==> config.mk <==
export PLATFORM = sky130hd
export DESIGN_NAME = arith_logic_unit
export DESIGN_NICKNAME = d
export VERILOG_FILES = /design/src/rtl/alu_pkg.sv /design/src/rtl/alu_datapath.sv /design/src/rtl/arith_logic_unit.sv
export SDC_FILE = /design/constraint.sdc
export NUM_CORES = 1
export LEC_CHECK = 0
export ABC_CLOCK_PERIOD_IN_PS = 1000
export BUFFER_PORTS_ARGS = -buffer_cell sky130_fd_sc_hd__clkbuf_2
export CAP_MARGIN = 20
export CORE_UTILIZATION = 47
export DETAILED_ROUTE_END_ITERATION = 8
export HOLD_SLACK_MARGIN = 0.03
export PLACE_DENSITY_LB_ADDON = 0.08
export SLEW_MARGIN = 20
export SYNTH_ARGS = -nofsm -noshare
export SYNTH_HDL_FRONTEND = slang
export SYNTH_SLANG_ARGS = --single-unit
==> constraint.sdc <==
create_clock -name clk -period 1 [get_ports clk]
set_input_delay 0.05 -clock clk [delete_from_list [all_inputs] [get_ports clk]]
set_output_delay 0.05 -clock clk [all_outputs]
set_load 0.03 [all_outputs]
==> src/rtl/alu_pkg.sv <==
// ============================================================================
// Module   : alu_pkg
// Purpose  : Shared opcode type for the arith_logic_unit block.
// Revision : 1.0 - initial release
// ============================================================================
`default_nettype none

package alu_pkg;

   typedef enum logic [1:0] {
      ADD = 2'd0,
      SUB = 2'd1,
      AND = 2'd2,
      OR  = 2'd3
   } op_code_t;

endpackage : alu_pkg

`default_nettype wire

==> src/rtl/alu_datapath.sv <==
// ============================================================================
// Module   : alu_datapath
// Purpose  : Combinational ALU core producing the result and the four status flags.
// Revision : 1.0 - initial release
// ============================================================================
`default_nettype none

module alu_datapath
   import alu_pkg::*;
#(
   parameter int N = 4
) (
   input  logic [N-1:0] a,
   input  logic [N-1:0] b,
   input  op_code_t     op,
   output logic [N-1:0] r,
   output logic         c,
   output logic         ov,
   output logic         z,
   output logic         n
);

   logic         w_is_sub;
   logic [N-1:0] w_b_eff;
   logic [N:0]   w_sum;

   // Subtraction reuses the adder as a + ~b + 1.
   assign w_is_sub = (op == SUB);
   assign w_b_eff  = w_is_sub ? ~b : b;
   assign w_sum    = {1'b0, a} + {1'b0, w_b_eff} + {{N{1'b0}}, w_is_sub};

   always_comb begin
      r  = '0;
      c  = 1'b0;
      ov = 1'b0;
      unique case (op)
         ADD: begin
            r  = w_sum[N-1:0];
            c  = w_sum[N];
            ov = (a[N-1] & b[N-1] & ~w_sum[N-1]) | (~a[N-1] & ~b[N-1] & w_sum[N-1]);
         end
         SUB: begin
            r  = w_sum[N-1:0];
            // Adder carry-out is "no borrow"; invert to report borrow.
            c  = ~w_sum[N];
            ov = (a[N-1] & ~b[N-1] & ~w_sum[N-1]) | (~a[N-1] & b[N-1] & w_sum[N-1]);
         end
         AND: r = a & b;
         OR:  r = a | b;
      endcase
   end

   assign z = ~|r;
   assign n = r[N-1];

endmodule : alu_datapath

`default_nettype wire

==> src/rtl/arith_logic_unit.sv <==
// ============================================================================
// Module   : arith_logic_unit
// Purpose  : N-bit ADD/SUB/AND/OR unit with registered result and status flags.
// Revision : 1.0 - initial release
// ============================================================================
`default_nettype none

module arith_logic_unit
   import alu_pkg::*;
#(
   parameter int N = 4
) (
   input  logic         clk,
   input  logic         rst,
   input  logic [N-1:0] a,
   input  logic [N-1:0] b,
   input  op_code_t     op_code,
   output logic [N-1:0] rslt,
   output logic         z_f,
   output logic         n_f,
   output logic         ov_f,
   output logic         c_f
);

   logic [N-1:0] w_r;
   logic         w_c;
   logic         w_ov;
   logic         w_z;
   logic         w_n;

   logic [N-1:0] r_rslt;
   logic         r_z;
   logic         r_n;
   logic         r_ov;
   logic         r_c;

   alu_datapath #(
      .N (N)
   ) u_datapath (
      .a  (a),
      .b  (b),
      .op (op_code),
      .r  (w_r),
      .c  (w_c),
      .ov (w_ov),
      .z  (w_z),
      .n  (w_n)
   );

   // Reset state matches the flags of a zero result.
   always_ff @(posedge clk or posedge rst) begin
      if (rst) begin
         r_rslt <= '0;
         r_z    <= 1'b1;
         r_n    <= 1'b0;
         r_ov   <= 1'b0;
         r_c    <= 1'b0;
      end else begin
         r_rslt <= w_r;
         r_z    <= w_z;
         r_n    <= w_n;
         r_ov   <= w_ov;
         r_c    <= w_c;
      end
   end

   assign rslt = r_rslt;
   assign z_f  = r_z;
   assign n_f  = r_n;
   assign ov_f = r_ov;
   assign c_f  = r_c;

endmodule : arith_logic_unit

`default_nettype wire

==> results of run 1 <==
-- kinds of logic after synthesis --
logic type                 count (synthesis)  share of synthesized area (%)
AOI/OAI and AO/OA                         11                           12.2
adders and majority gates                  9                           18.7
and+or+nand+nor                           20                           19.9
xor gates and xnor gates                   6                           8.43
buffers and inverters                      9                           8.43
muxes                                      2                           4.02
DFF                                        7                           28.3
-- cell type report --
type	instances	share of cell area, %
multi-input cells	48	51.8
well taps	14	1.86
flip-flops and latches	7	18.7
clock buffers	4	2.79
repair buffers	33	22.4
inverters	6	2.39
-- timing repair --
action | 4_1_cts | 5_1_grt
setup buffers | 1 | 1
resized for setup | 5 | 14
endpoints found under the setup margin | 7 | 6
hold buffers | 1 | 0
pin swaps | 4 | 9
hold endpoints to repair | 7 | 0
-- cells in the final DEF, fill, tap and decap left out, drive strengths merged --
cell,count
a211o,1
a21boi,1
a21oi,2
a31oi,2
buf,13
clkbuf,23
dfrtp,6
dfstp,1
dlygate4sd3,1
fa,1
ha,6
inv,6
maj3,2
mux2,1
mux2i,1
nand2,2
nand2b,3
nand3,1
nand4,1
nand4b,2
nor2,3
nor2b,2
nor3,2
nor3b,1
nor4,2
o211a,1
o211ai,1
o21ai,3
or2b,1
xnor2,5
xor2,1
-- power groups by stage --
stage               Combinational, µW  Clock (µW)  Sequential, µW
detailed placement                468           0             341
floorplan                         253           0             420
global route                      622         283             341
CTS                               487         261             337
global placement                  461           0             338
finish                            572         251             336
-- final timing paths --
check	from	end	slack, ns	depth (start not counted)
setup / recovery	op_code[1]	ov_f$_DFF_PP0_	-0.47	8
hold / removal	rst	n_f$_DFF_PP0_	0.25	3
max in group asynchronous	rst	z_f$_DFF_PP1_	0.48	3
min in group clk	a[1]	rslt[1]$_DFF_PP0_	0.29	4
-- metrics by stage --
| stage | setup slack [ns] | instances | total power [µW] | utilization, % | TNS [ns] |
|---|---|---|---|---|---|
| CTS | -0.444 | 111 | 1080 | 74.1 | -1.81 |
| detailed placement | -0.706 | 105 | 809 | 68.8 | -3.49 |
| global route | -0.527 | 112 | 1250 | 80.4 | -2.26 |
| floorplan | -0.539 | 64 | 673 | - | -2.31 |
| finish | -0.470 | 112 | 1160 | 80.4 | -1.91 |
| global placement | -0.681 | 105 | 799 | 68.8 | -3.27 |
-- flip-flops by register name, summed over array words and instances (netlist names) --
register,flops
c_f,1
z_f,1
ov_f,1
n_f,1
rslt,3
-- layer usage --
layer | GRT usage (%) | part of all wire, %
met3 | 1.74 | 6.0
met2 | 35.6 | 54
met4 | 10.3 | 0
met5 | 0 | 0
met1 | 27.1 | 40
==> metrics.txt, run 1 <==
status finished with violations; failing checks negative setup slack; RD Place Congestion 0.776; number of routed nets with antenna violations 0; ratio of final minimum period to clock period 147%; core area 1170 µm²; Final Hold Viols 0; setup slack after layout -0.470 ns; design area 942 µm²; Post-synth EDFFs 0; Die Y 38.4 µm; GRT overflow 0; Initial Util 53.2%; 1st-pass router iterations 4; top-area cell type share of the netlist area 24.1%; vias 575; GR Util All Layers 21.2%; PD cells 1230 nW/µm²; Root Driver clkbuf_4; CTS tree built; NumNets Final 118; critical path type input port to flop; CP delay by family, top compound AO/OA/AOI/OAI gates; final setup vio count 6; final slew viol count 0; number of remaining DRC errors 0; clock tree buffer depth 2; vias in the first global route 485; area occupied by multi-input gates 488 µm²; clk sink count 7; Sw Share 37.5%; CP startpoint kind input port; Maximum Capacitance Violations 0; maximum VDD drop 540 µV; Int Pwr 725 µW; Syn Nets 83; Worst Setup End Kind flop; Iter 0 DRT Violations 10; n_diodes 0; IO buf count 19; Comb pwr share 49.3%; Avg Cell Area, Syn 9.74 µm²; HP Class input port to async pin; Worst Tran Pin Value 0.383 ns; Area after DPL 806 µm²; overall routed net length 1.55 mm; critical path required time 1.13 ns; sequential group share of total power 29.0%; DR vias/cell 5.13; Leak 0.000472 µW; Mapped Area 623 µm²; CP max stage cell ha_1; critical path arrival 1.60 ns; clock power share 21.7%; slowest stage delay, CP 0.32 ns; die width 38.4 µm; Routed wire per std cell 13.9 µm; H-tree Lvls 1; crit-path cells clkbuf_2 > nand2b_4 > xnor2_2 > ha_1 > nand4b_1 > o211ai_4 > nor4_2 > a211o_1; first-pass GRT wire length 2.11 mm; #FFs+latches synth 7; Async SR Flop Fraction 100%; Post-synth top flop dfrtp_1; Min Hold Slack 0.255 ns; Period minus WS final 1.47 ns; slew margin rel. 74.4%; DP HPWL 1.08 mm; ranking of synthesized cells by area dfrtp_1 (24%), ha_1 (12%), xnor2_1 (7.0%); synth-to-layout area growth 51.2%; RSZ-0062 raised after global routing yes; Synth area leader dfrtp_1; Yosys cell types 33; # IOs 20; clock-pin transition on the worst setup and hold timing paths 0.05 ns; Register Area 176 µm²; most instantiated cells after synthesis dfrtp_1 (6), ha_1 (6), inv_1 (6); largest net degree at the start of global routing 15; Synth Warn # 0; antenna violations before repair 0; worst path bufs/invs 1; Cells after Synth 64; CTS buffer count 3; Max Clk Rate 0.681 GHz; sw power 434 µW; num rows 12; share of cells above drive strength 1 56.1%; Max FO, Critical Path 4; Fillers 81; sequential area share after synthesis 28.3%; Die Area 1480 µm²
Note: power is estimated with default switching activity, not from simulation.
==> inputs of run 2 (changes only) <==
Settings changed: CORE_ASPECT_RATIO from default to 1.25, CORE_UTILIZATION 47 to 35, CTS_BUF_LIST from default to sky130_fd_sc_hd__clkbuf_16, CTS_CLUSTER_DIAMETER from default to 120.
==> run 2 against run 1 <==
Effect of this change:
- the run still ends with negative setup slack left
- count of clock-buffer cells in the layout fell by 1
- first-iteration DRC count down 60%
- sequential power is essentially flat
- setup slack worse by 0.012 ns
- largest cell class unchanged
==> metrics.txt, run 2 (synthesized netlist as in run 1, its figures left out) <==
number of routed nets with antenna violations 0; NumNets Final 117; CP max stage cell fa_2; Max Clk Rate 0.675 GHz; core area 1620 µm²; Core Util, Final 58.6%; final setup vio count 6; setup_tns -2.27 ns; CTS tree built; final slew viol count 0; design area 951 µm²; DR vias/cell 4.89; H-tree Lvls 1; antenna violations before repair 0; vias in the first global route 545; number of remaining DRC errors 0; most frequent cells in the layout clkbuf_2 (17), buf_4 (12), inv_1 (6), ha_1 (6), dfrtp_1 (6); failing checks negative setup slack; clk sink count 7; CP startpoint kind input port; RD Place Congestion 0.726; Min Hold Slack 0.208 ns; Period minus WS final 1.48 ns; CTS buffer count 3; Area after DPL 811 µm²; critical path arrival 1.65 ns; share of cells above drive strength 1 50.5%; Routed wire per std cell 11.7 µm; maximum VDD drop 586 µV; DP HPWL 1.08 mm; GRT overflow 0; crit-path cells buf_6 > nand2b_4 > xnor2_4 > inv_2 > fa_2 > xnor2_2 > mux2_4 > nor3_2 > o211a_1; slew margin rel. 78.4%; Die Y 49.2 µm; Maximum Capacitance Violations 0; RSZ-0062 raised after global routing yes; setup slack after layout -0.481 ns; ratio of final minimum period to clock period 148%; commonest non-fill, non-tap cell in the layout clkbuf_2; PD cells 1590 nW/µm²; die width 39.7 µm; IO buf count 19; status finished with violations; critical path type input port to flop; overall routed net length 1.34 mm; Iter 0 DRT Violations 4; num rows 16; Leak 0.000478 µW; n_diodes 0; Final Hold Viols 0; Placed Cells 109; clock-pin transition on the worst setup and hold timing paths 0.03 ns; 1st-pass router iterations 4; first-pass GRT wire length 2.17 mm; GR Util All Layers 16.3%; slowest stage delay, CP 0.42 ns; Register Area 176 µm²; largest net degree at the start of global routing 15; vias 562; clock tree buffer depth 2; Worst Setup End Kind flop; Worst Tran Pin Value 0.322 ns; Root Driver clkbuf_16; Largest register FFs 3; synth-to-layout area growth 52.6%; Final Instance Count excl. Fillers 115; Max FO, Critical Path 4; Fillers 150; Die Area 1950 µm²; area occupied by multi-input gates 449 µm²; Initial Util 38.4%; HP Class input port to flop; critical path required time 1.17 ns; # IOs 20
-- run 2: critical path: cells and delay by family --
| kind | cells | cell delay [ns] |
|---|---|---|
| buffers and inverters | 2 | 0.15 |
| muxes | 1 | 0.27 |
| AOI/OAI and AO/OA | 1 | 0.17 |
| xor gates and xnor gates | 2 | 0.32 |
| and+or+nand+nor | 2 | 0.26 |
| adders and majority gates | 1 | 0.42 |
-- run 2: routing by layer --
metal	GRT usage, %	up-vias	wire length [µm]
met5	0	-	0
met4	12.1	0	26
met3	1.83	4	44
met2	28.4	20	756
met1	16.0	250	512
li1	-	288	-
-- run 2: area by class of cell --
type                       instances  share of cell area, %
inverter                           6                   2.37
clock inverter                     1                  0.395
timing repair buffer              32                   21.2
clock buffer                       3                   7.89
multi-input combinational         48                   47.2
tap                               18                   2.37
sequential                         7                   18.6
-- run 2: timing repair --
action / CTS / global route
setup endpoints to repair: 6 / 7
pin swaps: 0 / 5
hold endpoints to repair: 7 / 0
hold buffers: 1 / 0
buffers inserted: 0 / 1
resized for setup: 1 / 9
-- run 2: worst paths after layout --
check	startpoint	to	slack (ns)	cells after the start
max	op_code[1]	z_f$_DFF_PP1_	-0.48	9
max in group asynchronous	rst	z_f$_DFF_PP1_	0.47	3
min in group asynchronous	rst	rslt[0]$_DFF_PP0_	0.27	3
min	op_code[1]	c_f$_DFF_PP0_	0.21	3
-- run 2: power breakdown --
group	internal, µW	switching, µW	total [µW]
Combinational	226	290	515
Clock	519	141	660
Sequential	325	10.2	335
-- run 2: per-stage QoR --
| step | total power [µW] | worst slack, ns |
|---|---|---|
| after global placement | 801 | -0.699 |
| final | 1510 | -0.481 |
| after global routing | 1610 | -0.555 |
| after CTS | 1480 | -0.472 |
| after floorplan | 673 | -0.539 |
| after detailed placement | 810 | -0.697 |
